### src/rtl/xbee_gbi_receiver.sv
// rtl/xbee_gbi_receiver.sv - 8N1 UART receiver with GBI frame ("GBI<d>-<T>-#") decoder.
// Optional MSB_FIRST_EN: shift data bits MSB first instead of standard UART LSB first.
module xbee_gbi_receiver #(
    parameter int CLKS_PER_BIT = 434,
    parameter int HALF_BIT     = 217
) (
    input  logic       clk_50M,
    input  logic       reset,
    input  logic       rx,
    output logic       byte_valid,
    output logic [7:0] rx_byte,
    output logic       frame_err,
    output logic       msg_valid,
    output logic [3:0] bin_number,
    output logic [1:0] colour,
    output logic       parse_err
);

    localparam int CW = $clog2(CLKS_PER_BIT);
    localparam logic [CW-1:0] C_BIT_LAST  = CW'(CLKS_PER_BIT - 1);
    localparam logic [CW-1:0] C_HALF_LAST = CW'(HALF_BIT - 1);

    typedef enum logic [2:0] {RX_IDLE, RX_START, RX_DATA, RX_STOP, RX_BREAK} rx_state_t;
    typedef enum logic [2:0] {P_G, P_B, P_I, P_DIGIT, P_DASH1, P_TYPE, P_DASH2, P_HASH} p_state_t;

    logic            r_rx_meta;
    logic            r_rx_sync;
    rx_state_t       r_rx_state;
    rx_state_t       w_rx_next;
    logic [CW-1:0]   r_cnt;
    logic [2:0]      r_bit_idx;
    logic [7:0]      r_shift;
    logic            w_cnt_clr;
    logic            w_bit_tick;
    logic            w_stop_ok;
    logic            w_stop_bad;

    p_state_t        r_p_state;
    p_state_t        w_p_next;
    p_state_t        w_p_adv;
    logic            w_match;
    logic [3:0]      r_shadow_digit;
    logic [1:0]      r_shadow_colour;
    logic [1:0]      w_type_code;

    always_ff @(posedge clk_50M or posedge reset) begin
        if (reset) begin
            r_rx_meta <= 1'b1;
            r_rx_sync <= 1'b1;
        end else begin
            r_rx_meta <= rx;
            r_rx_sync <= r_rx_meta;
        end
    end

    always_ff @(posedge clk_50M or posedge reset) begin
        if (reset) r_rx_state <= RX_IDLE;
        else       r_rx_state <= w_rx_next;
    end

    always_comb begin
        w_rx_next  = r_rx_state;
        w_cnt_clr  = 1'b0;
        w_bit_tick = 1'b0;
        w_stop_ok  = 1'b0;
        w_stop_bad = 1'b0;
        case (r_rx_state)
            RX_IDLE: begin
                if (!r_rx_sync) begin
                    w_rx_next = RX_START;
                    w_cnt_clr = 1'b1;
                end
            end
            RX_START: begin
                if (r_cnt == C_HALF_LAST) begin
                    w_cnt_clr = 1'b1;
                    w_rx_next = r_rx_sync ? RX_IDLE : RX_DATA;
                end
            end
            RX_DATA: begin
                if (r_cnt == C_BIT_LAST) begin
                    w_cnt_clr  = 1'b1;
                    w_bit_tick = 1'b1;
                    if (r_bit_idx == 3'd7) w_rx_next = RX_STOP;
                end
            end
            RX_STOP: begin
                if (r_cnt == C_BIT_LAST) begin
                    w_cnt_clr = 1'b1;
                    if (r_rx_sync) begin
                        w_stop_ok = 1'b1;
                        w_rx_next = RX_IDLE;
                    end else begin
                        w_stop_bad = 1'b1;
                        w_rx_next  = RX_BREAK;
                    end
                end
            end
            RX_BREAK: begin
                // Held-low line must return high before a new start can be recognised
                if (r_rx_sync) w_rx_next = RX_IDLE;
            end
            default: w_rx_next = RX_IDLE;
        endcase
    end

    always_ff @(posedge clk_50M or posedge reset) begin
        if (reset) begin
            r_cnt      <= '0;
            r_bit_idx  <= 3'd0;
            r_shift    <= 8'd0;
            rx_byte    <= 8'd0;
            byte_valid <= 1'b0;
            frame_err  <= 1'b0;
        end else begin
            byte_valid <= w_stop_ok;
            frame_err  <= w_stop_bad;
            if (w_cnt_clr || r_rx_state == RX_IDLE || r_rx_state == RX_BREAK)
                r_cnt <= '0;
            else
                r_cnt <= r_cnt + 1'b1;
            if (w_bit_tick) begin
                r_bit_idx <= r_bit_idx + 3'd1;
`ifdef MSB_FIRST_EN
                r_shift   <= {r_shift[6:0], r_rx_sync};
`else
                r_shift   <= {r_rx_sync, r_shift[7:1]};
`endif
            end
            if (w_stop_ok) rx_byte <= r_shift;
        end
    end

    always_comb begin
        w_type_code = 2'b11;
        case (rx_byte)
            8'h4D:   w_type_code = 2'b00;
            8'h44:   w_type_code = 2'b01;
            8'h57:   w_type_code = 2'b10;
            default: w_type_code = 2'b11;
        endcase
    end

    always_ff @(posedge clk_50M or posedge reset) begin
        if (reset) r_p_state <= P_G;
        else       r_p_state <= w_p_next;
    end

    always_comb begin
        w_p_next = r_p_state;
        w_match  = 1'b0;
        w_p_adv  = P_G;
        case (r_p_state)
            P_G:     begin w_match = (rx_byte == 8'h47); w_p_adv = P_B;     end
            P_B:     begin w_match = (rx_byte == 8'h42); w_p_adv = P_I;     end
            P_I:     begin w_match = (rx_byte == 8'h49); w_p_adv = P_DIGIT; end
            P_DIGIT: begin w_match = (rx_byte >= 8'h31) && (rx_byte <= 8'h39); w_p_adv = P_DASH1; end
            P_DASH1: begin w_match = (rx_byte == 8'h2D); w_p_adv = P_TYPE;  end
            P_TYPE:  begin w_match = (w_type_code != 2'b11); w_p_adv = P_DASH2; end
            P_DASH2: begin w_match = (rx_byte == 8'h2D); w_p_adv = P_HASH;  end
            P_HASH:  begin w_match = (rx_byte == 8'h23); w_p_adv = P_G;     end
            default: begin w_match = 1'b0;               w_p_adv = P_G;     end
        endcase
        if (frame_err)
            w_p_next = P_G;
        else if (byte_valid)
            w_p_next = w_match ? w_p_adv : ((rx_byte == 8'h47) ? P_B : P_G);
    end

    always_ff @(posedge clk_50M or posedge reset) begin
        if (reset) begin
            r_shadow_digit  <= 4'd0;
            r_shadow_colour <= 2'd0;
            bin_number      <= 4'd0;
            colour          <= 2'd0;
            msg_valid       <= 1'b0;
            parse_err       <= 1'b0;
        end else begin
            msg_valid <= 1'b0;
            parse_err <= 1'b0;
            if (byte_valid && !frame_err) begin
                if (!w_match) begin
                    parse_err <= 1'b1;
                end else begin
                    if (r_p_state == P_DIGIT) r_shadow_digit  <= rx_byte[3:0];
                    if (r_p_state == P_TYPE)  r_shadow_colour <= w_type_code;
                    if (r_p_state == P_HASH) begin
                        bin_number <= r_shadow_digit;
                        colour     <= r_shadow_colour;
                        msg_valid  <= 1'b1;
                    end
                end
            end
        end
    end

endmodule

### config.mk
export PLATFORM = sky130hd
export DESIGN_NAME = xbee_gbi_receiver
export DESIGN_NICKNAME = d
export VERILOG_FILES = /design/src/rtl/xbee_gbi_receiver.sv
export SDC_FILE = /design/constraint.sdc
export NUM_CORES = 1
export LEC_CHECK = 0
export ABC_CLOCK_PERIOD_IN_PS = 3200
export BUFFER_PORTS_ARGS = -buffer_cell sky130_fd_sc_hd__clkbuf_2
export CAP_MARGIN = 20
export CORE_ASPECT_RATIO = 0.75
export CORE_MARGIN = 10
export CORE_UTILIZATION = 50
export CTS_BUF_LIST = sky130_fd_sc_hd__clkbuf_4
export DETAILED_ROUTE_END_ITERATION = 8
export HOLD_SLACK_MARGIN = 0.12
export PLACE_DENSITY = 0.73
export REMOVE_ABC_BUFFERS = 1
export SYNTH_ARGS = -nofsm -noshare
export SYNTH_HDL_FRONTEND = slang
export SYNTH_SLANG_ARGS = --single-unit
### constraint.sdc
create_clock -name clk_50M -period 3.2 [get_ports clk_50M]
set_input_delay 0.16 -clock clk_50M [delete_from_list [all_inputs] [get_ports clk_50M]]
set_output_delay 0.16 -clock clk_50M [all_outputs]
set_load 0.1 [all_outputs]
# Yosys cells after proc, flatten, opt, wreduce, memory -nomap -nowiden
# Index checks and enable logic that the tools add are counted.
[totals]
in_bits = 3
word_cells = 95
ff_bits = 52
out_inout_bits = 18
[op_classes]
order_cmp = 2
n_reduce_logical = 14
addsub = 2
mux = 32
eq_ne = 29
[ops]
columns = ["op", "count"]
rows = [
  ["== test 8 x 7 -> 1 bit (second input constant)", 6],
  ["two-way mux 3 bit", 10],
  ["one-hot mux 3 bit (8 select lines)", 1],
  ["== test 3 bit (second input constant)", 6],
  ["== test 8 x 6 -> 1 bit (second input constant)", 2],
  ["two-way mux 1 bit", 15],
  ["one-hot mux 3 bit (5 select lines)", 1],
  ["inequality test 2 bit (second input constant)", 7],
  ["== test 3 x 2 -> 1 bit (second input constant)", 4],
  ["adder 9 x 1 -> 9 bit (second input constant)", 1],
  ["== test 9 x 8 -> 1 bit (second input constant)", 1],
  ["== test 9 bit (second input constant)", 1],
  ["two-way mux 9 bit", 1],
  ["AND reduction 3 bit", 3],
  ["greater-or-equal comparator 8 x 6 -> 1 bit (second input constant)", 1],
  ["<= comparator 8 x 6 -> 1 bit (second input constant)", 1],
  ["one-hot mux 1 bit (7 select lines)", 1],
  ["== test 3 x 1 -> 1 bit (second input constant)", 2],
  ["zero test 3 bit", 2],
  ["one-hot mux 2 bit (3 select lines)", 1],
  ["AND reduction 6 bit", 1],
  ["OR reduction 2 bit", 2],
  ["adder 3 x 1 -> 3 bit (second input constant)", 1],
  ["one-hot mux 1 bit (3 select lines)", 1],
  ["5 further kinds", 7],
]

# Longest topological paths before layout
[depth]
depth_word = 7
depth_mapped = 10
mapped_depth_nobuf = 8

# Worst setup path before layout
# OpenSTA, ideal clock, no wires.
[synth_timing]
path_type = "reg2reg"
from = "reg rx_byte[3]"
to = "reg bin_number[0]"
arrival_time_ns = 2.716
synth_period_minus_slack_ns = 2.842
setup_time_ns = 0.126
stages_incl_launch_ff = 9
path_buffers = 2
slack_ns = 0.358
t_required_ns = 3.074
path_cell_list = "dfrtp_1 -> buf_2 -> or3b_1 -> a21boi_0 -> o2111ai_1 -> o311ai_4 -> and3_1 -> buf_6 -> mux2_4"
[synth_between]
elab_chain_len = 5
word_cells_on_any_way = 15
classes_between = "order compare: 2; eq/ne: 9; mux: 2; reduce/logical: 2"
[synth_lines]
columns = ["element", "line_no", "rtl"]
rows = [
  ["from (decl)", "11", "output logic [7:0] rx_byte,"],
  ["from (signal assigned)", "130", "if (w_stop_ok) rx_byte <= r_shift;"],
  ["== test 8 x 7 -> 1 bit", "136", "case (rx_byte)"],
  ["one-hot mux 2 bit (3 select lines)", "136", ""],
  ["inequality test 2 bit", "159", "P_TYPE: begin w_match = (w_type_code != 2'b11); w_p_adv = P_DASH2; end"],
  ["one-hot mux 1 bit (7 select lines) *", "153", "case (r_p_state)"],
  ["AND reduction 3 bit (no line) *", "--", ""],
  ["to (signal assigned)", "188", "bin_number <= r_shadow_digit;"],
  ["to (decl)", "14", "output logic [3:0] bin_number,"],
]
# Mark *: on every way between the ends. The rest lies on a longest branch, timed or not.
# A chain may end at the register's enable or synchronous reset.

# Worst setup path after layout
[layout_timing]
from = "reg r_p_state[1]"
to = "reg colour[1]"
[layout_between]
elab_chain_len = 4
word_cells_on_any_way = 11
classes_between = "eq/ne: 7; mux: 1; reduce/logical: 3"
[layout_lines]
columns = ["element", "line_no", "rtl"]
rows = [
  ["from (decl)", "38", "p_state_t r_p_state;"],
  ["from (signal assigned)", "146", "else r_p_state <= w_p_next;"],
  ["== test 3 bit", "153", ""],
  ["OR reduction 2 bit (no line)", "--", ""],
  ["one-hot mux 1 bit (7 select lines)", "153", ""],
  ["AND reduction 3 bit (no line) *", "--", ""],
  ["to (signal assigned)", "189", "colour <= r_shadow_colour;"],
  ["to (decl)", "15", "output logic [1:0] colour,"],
]
# Marked as above.

==> report_table.html <==
<table>
<tr><th>Metric</th><th>Value</th></tr>
<tr><th colspan="2">Placement</th></tr>
<tr><td>HPWL Detailed</td><td>3.26 mm</td></tr>
<tr><td>Weighted congestion at the end of routability-driven global placement</td><td>0.913</td></tr>
<tr><td>Port bufs</td><td>20</td></tr>
<tr><th colspan="2">Power and ir drop</th></tr>
<tr><td>Static leakage power</td><td>1.35 nW</td></tr>
<tr><td>Share of total power consumed by net switching</td><td>0.202</td></tr>
<tr><td>Pwr Total</td><td>1.04 mW</td></tr>
<tr><td>Comb power frac</td><td>0.018</td></tr>
<tr><td>Net Switching</td><td>0.210 mW</td></tr>
<tr><td>Internal power</td><td>0.828 mW</td></tr>
<tr><td>Relative contribution of sequential cells to total power</td><td>0.637</td></tr>
<tr><td>Relative contribution of the clock network to total power</td><td>0.345</td></tr>
<tr><td>Worst supply voltage drop on vdd</td><td>0.195 mV</td></tr>
<tr><td>Cell Pwr Density</td><td>359 nW/um2</td></tr>
<tr><th colspan="2">Synth</th></tr>
<tr><td>Instance count of the mapped netlist</td><td>229</td></tr>
<tr><td>Count of flip-flops with a built-in enable after synthesis</td><td>0</td></tr>
<tr><td>Yosys cell types</td><td>47</td></tr>
<tr><td>Average footprint of a synthesized cell</td><td>11.5 um2</td></tr>
<tr><td>Synthesized flop and latch total</td><td>52</td></tr>
<tr><td>Post-synthesis cell area</td><td>2630 um2</td></tr>
<tr><td>Sequential element share of the synthesized area</td><td>0.496</td></tr>
<tr><td>Warnings, synthesis</td><td>0</td></tr>
<tr><td>Top flip-flop cell by instance count after synthesis</td><td>dfrtp_1</td></tr>
<tr><td>Async set-reset flop share out of synthesis</td><td>1.00</td></tr>
<tr><th colspan="2">Clock tree</th></tr>
<tr><td>Post-cts repair resize count</td><td>0</td></tr>
<tr><td>Maximum root-to-sink buffer count</td><td>2</td></tr>
<tr><td>CTS tree</td><td>done</td></tr>
<tr><td>Master cell of the clock root buffer</td><td>clkbuf_4</td></tr>
<tr><td>Sinks on the clock net</td><td>52</td></tr>
<tr><td>H-tree depth</td><td>2</td></tr>
<tr><td>Insertion delay of the later-clocked pin in the worst-skew pair</td><td>0.37 ns</td></tr>
<tr><td>TritonCTS buffer count</td><td>5</td></tr>
<tr><td>Reg clk slew, reported paths</td><td>0.14 ns</td></tr>
<tr><th colspan="2">STA</th></tr>
<tr><td>Part of the cycle the worst path needs</td><td>0.873</td></tr>
<tr><td>Peak Freq</td><td>0.358 GHz</td></tr>
<tr><td>Crit path time final</td><td>2.79 ns</td></tr>
<tr><td>Final Slew Violations</td><td>0</td></tr>
<tr><td>Post-Route Setup TNS</td><td>0 ns</td></tr>
<tr><td>Slew at the pin closest to its max-slew limit</td><td>0.716 ns</td></tr>
<tr><td>Unrepaired setup endpoints after global routing</td><td>false</td></tr>
<tr><td>Setup clock skew after layout</td><td>0.0115 ns</td></tr>
<tr><td>Slew margin rel.</td><td>0.522</td></tr>
<tr><td>Setup-violating endpoint count in the final report</td><td>0</td></tr>
<tr><td>Final Hold Fails</td><td>0</td></tr>
<tr><th colspan="2">Global routing</th></tr>
<tr><td>Initial antenna violation count</td><td>0</td></tr>
<tr><td>Total routing usage reported by global routing</td><td>0.115</td></tr>
<tr><td>Global route overflow</td><td>0</td></tr>
<tr><td>First-pass GRT wire length</td><td>8.20 mm</td></tr>
<tr><td>Pin count of the biggest net entering global routing</td><td>53</td></tr>
<tr><td>Vias in the first global route</td><td>1714</td></tr>
<tr><th colspan="2">Drt</th></tr>
<tr><td>DR vias/cell</td><td>5.26</td></tr>
<tr><td>Sum of routed wire length over all layers</td><td>4.57 mm</td></tr>
<tr><td>Routed wire length per instance</td><td>14.1 um</td></tr>
<tr><td>First-iteration detailed-routing DRC count</td><td>145</td></tr>
<tr><td>Count of vias placed by the detailed router</td><td>1708</td></tr>
<tr><td>Residual antenna-violating net count after detailed routing</td><td>0</td></tr>
<tr><td>Remaining DRCs</td><td>0</td></tr>
<tr><td>First-pass DRT Iterations</td><td>4</td></tr>
<tr><th colspan="2">Critical path</th></tr>
<tr><td>Register-to-Register Path Depth</td><td>7</td></tr>
<tr><td>Critical path data arrival time</td><td>3.05 ns</td></tr>
<tr><td>Number of gates on the worst path with buffers counted</td><td>7</td></tr>
<tr><td>CP bufs+invs</td><td>0</td></tr>
<tr><td>Cell type of the slowest stage on the worst timing path</td><td>fa_1</td></tr>
<tr><td>Critical path capture point type</td><td>flip-flop</td></tr>
<tr><td>Worst Path Class, Setup</td><td>reg2reg</td></tr>
<tr><td>Critical path destination</td><td>colour[1]</td></tr>
<tr><td>Cells traversed along the worst timing path</td><td>fa_1 -&gt; xor2_1 -&gt; nor3_1 -&gt; o2111ai_1 -&gt; o311ai_4 -&gt; and3_1 -&gt; mux2_4</td></tr>
<tr><td>FF-to-FF Start</td><td>r_p_state[1]</td></tr>
<tr><td>Largest stage delay, worst path</td><td>0.55 ns</td></tr>
<tr><td>Critical path launch point type</td><td>flip-flop</td></tr>
<tr><td>Critical R2R Capture</td><td>colour[1]</td></tr>
<tr><td>Register-to-register setup slack</td><td>0.41 ns</td></tr>
<tr><td>Worst path top cell family by delay</td><td>simple AND/OR/NAND/NOR gates</td></tr>
<tr><td>Required arrival time at the worst endpoint</td><td>3.46 ns</td></tr>
<tr><td>Source of the critical timing path</td><td>r_p_state[1]</td></tr>
<tr><td>Worst Path Max Fanout</td><td>10</td></tr>
<tr><th colspan="2">Floorplan</th></tr>
<tr><td>Number of primary I/O pins</td><td>21</td></tr>
<tr><td>Num rows</td><td>22</td></tr>
<tr><td>Die area</td><td>8580 um2</td></tr>
<tr><td>Die width</td><td>104 um</td></tr>
<tr><td>Starting Density</td><td>0.527</td></tr>
<tr><td>Die height</td><td>82.8 um</td></tr>
<tr><td>Std-Cell Core Area</td><td>4980 um2</td></tr>
<tr><th colspan="2">Finish</th></tr>
<tr><td>Fill cells</td><td>425</td></tr>
<tr><td>Net count reported at finish</td><td>261</td></tr>
<tr><td>Most frequent cells in the layout</td><td>50 x dfrtp_1, 26 x mux2_2, 24 x nor2_1, 20 x clkbuf_2, 13 x nand2_1</td></tr>
<tr><td>Fraction of final layout cells sized beyond drive strength 1</td><td>0.289</td></tr>
<tr><td>Growth of design area from synthesis to finish</td><td>10.2%</td></tr>
<tr><td>Leading cell type in the layout, fill and taps excluded</td><td>dfrtp_1</td></tr>
<tr><td>Diode insertion count for antenna repair</td><td>0</td></tr>
<tr><th colspan="2">Run status</th></tr>
<tr><td>Run status</td><td>complete, no violations</td></tr>
<tr><th colspan="2">Hold path</th></tr>
<tr><td>HP Class</td><td>in2async</td></tr>
<tr><th colspan="2">Flow run</th></tr>
<tr><td>Count of maximum capacitance violations</td><td>0</td></tr>
</table>
-- metal layers --
| layer | vias to the layer above | share of wire | routed length, um | GRT usage |
|---|---|---|---|---|
| met5 | - | 0 | 0 | 0 |
| met4 | 0 | 0.0099 | 45 | 0.0388 |
| met3 | 5 | 0.056 | 258 | 0.0355 |
| met2 | 36 | 0.40 | 1850 | 0.163 |
| li1 | 853 | - | - | - |
| met1 | 814 | 0.53 | 2420 | 0.163 |
-- cells in the mapped netlist, types with 4 or more instances --
master | number | area share
dfrtp_1 | 50 | 0.48
mux2_2 | 26 | 0.11
nor2_1 | 24 | 0.034
nand2_1 | 13 | 0.019
nor3_1 | 9 | 0.017
inv_1 | 8 | 0.011
xor2_1 | 8 | 0.027
mux2_4 | 6 | 0.034
nand2b_1 | 6 | 0.014
nand3_1 | 6 | 0.011
a21oi_1 | 5 | 0.0095
ha_1 | 5 | 0.024
buf_2 | 4 | 0.0076
xnor2_1 | 4 | 0.013
-- cells by family (layout without fill, tap and decap cells) --
| group | count (synthesis) | after routing | share of synthesized area |
|---|---|---|---|
| buffers and inverters | 19 | 43 | 0.0390 |
| muxes | 33 | 33 | 0.150 |
| adders and majority gates | 6 | 6 | 0.0314 |
| AOI/OAI and AO/OA | 20 | 20 | 0.0610 |
| and+or+nand+nor | 87 | 87 | 0.183 |
| DFF | 52 | 52 | 0.496 |
| xor gates and xnor gates | 12 | 12 | 0.0400 |
-- power groups by stage --
stage / clock network, mW / registers (mW) / logic (mW)
6_report: 0.358 / 0.661 / 0.0188
5_1_grt: 0.401 / 0.661 / 0.0218
4_1_cts: 0.379 / 0.661 / 0.0171
3_5_place_dp: 0 / 0.673 / 0.0153
3_3_place_gp: 0 / 0.673 / 0.0153
2_1_floorplan: 0 / 0.673 / 0.0104
-- how the worst min path moves through the flow --
stage                          from       endpoint  depth (start not counted)
after global routing          reset  bin_number[2]                          3
final                         reset  bin_number[2]                          3
after CTS                 r_rx_meta      r_rx_sync                          0
after detailed placement         rx      r_rx_meta                          1
after global placement           rx      r_rx_meta                          1
after floorplan                  rx      r_rx_meta                          0
-- metrics by stage --
step	utilization	hold slack, ns	cell area (um2)	std cells	worst slack (ns)
floorplan	-	0.164	2550	218	0.284
global placement	0.557	0.249	2780	314	0.500
detailed placement	0.557	0.249	2780	314	0.422
CTS	0.577	0.369	2880	324	0.404
global route	0.581	0.333	2900	325	0.242
finish	0.581	0.323	2900	325	0.407
-- sequential cells by signal, indices dropped and copies added (netlist names), 2 cells and up --
register and flops:
r_shift 8, r_bit_idx 3, colour 2, bin_number 4, r_rx_state 3, rx_byte 8
r_shadow_digit 4, r_p_state 3, r_cnt 9, r_shadow_colour 2
-- cell type report --
cell class                 instances  area [um2]  share of cell area
clock buffer                       5        37.5              0.0130
multi-input combinational        158        1220               0.422
inverter                           8        30.0              0.0104
clock inverter                     3        42.5              0.0147
sequential                        52        1300               0.450
tap                               72        90.1              0.0311
timing repair buffer              27         170              0.0588
-- worst register-to-register path, delay by kind of cell (launching register included) --
kind / cells / cell delay (ns)
AND/OR/NAND/NOR: 2 / 0.57
adder cells (fa/ha/maj): 1 / 0.55
flip-flops: 1 / 0.53
AO/OA/AOI/OAI: 2 / 0.52
multiplexers: 1 / 0.33
XOR/XNOR: 1 / 0.18
-- repair_timing --
action,in CTS,in global routing
setup buffers,0,0
hold buffers,2,0
hold endpoints to repair,51,0
Note: power is estimated with default switching activity, not from simulation.
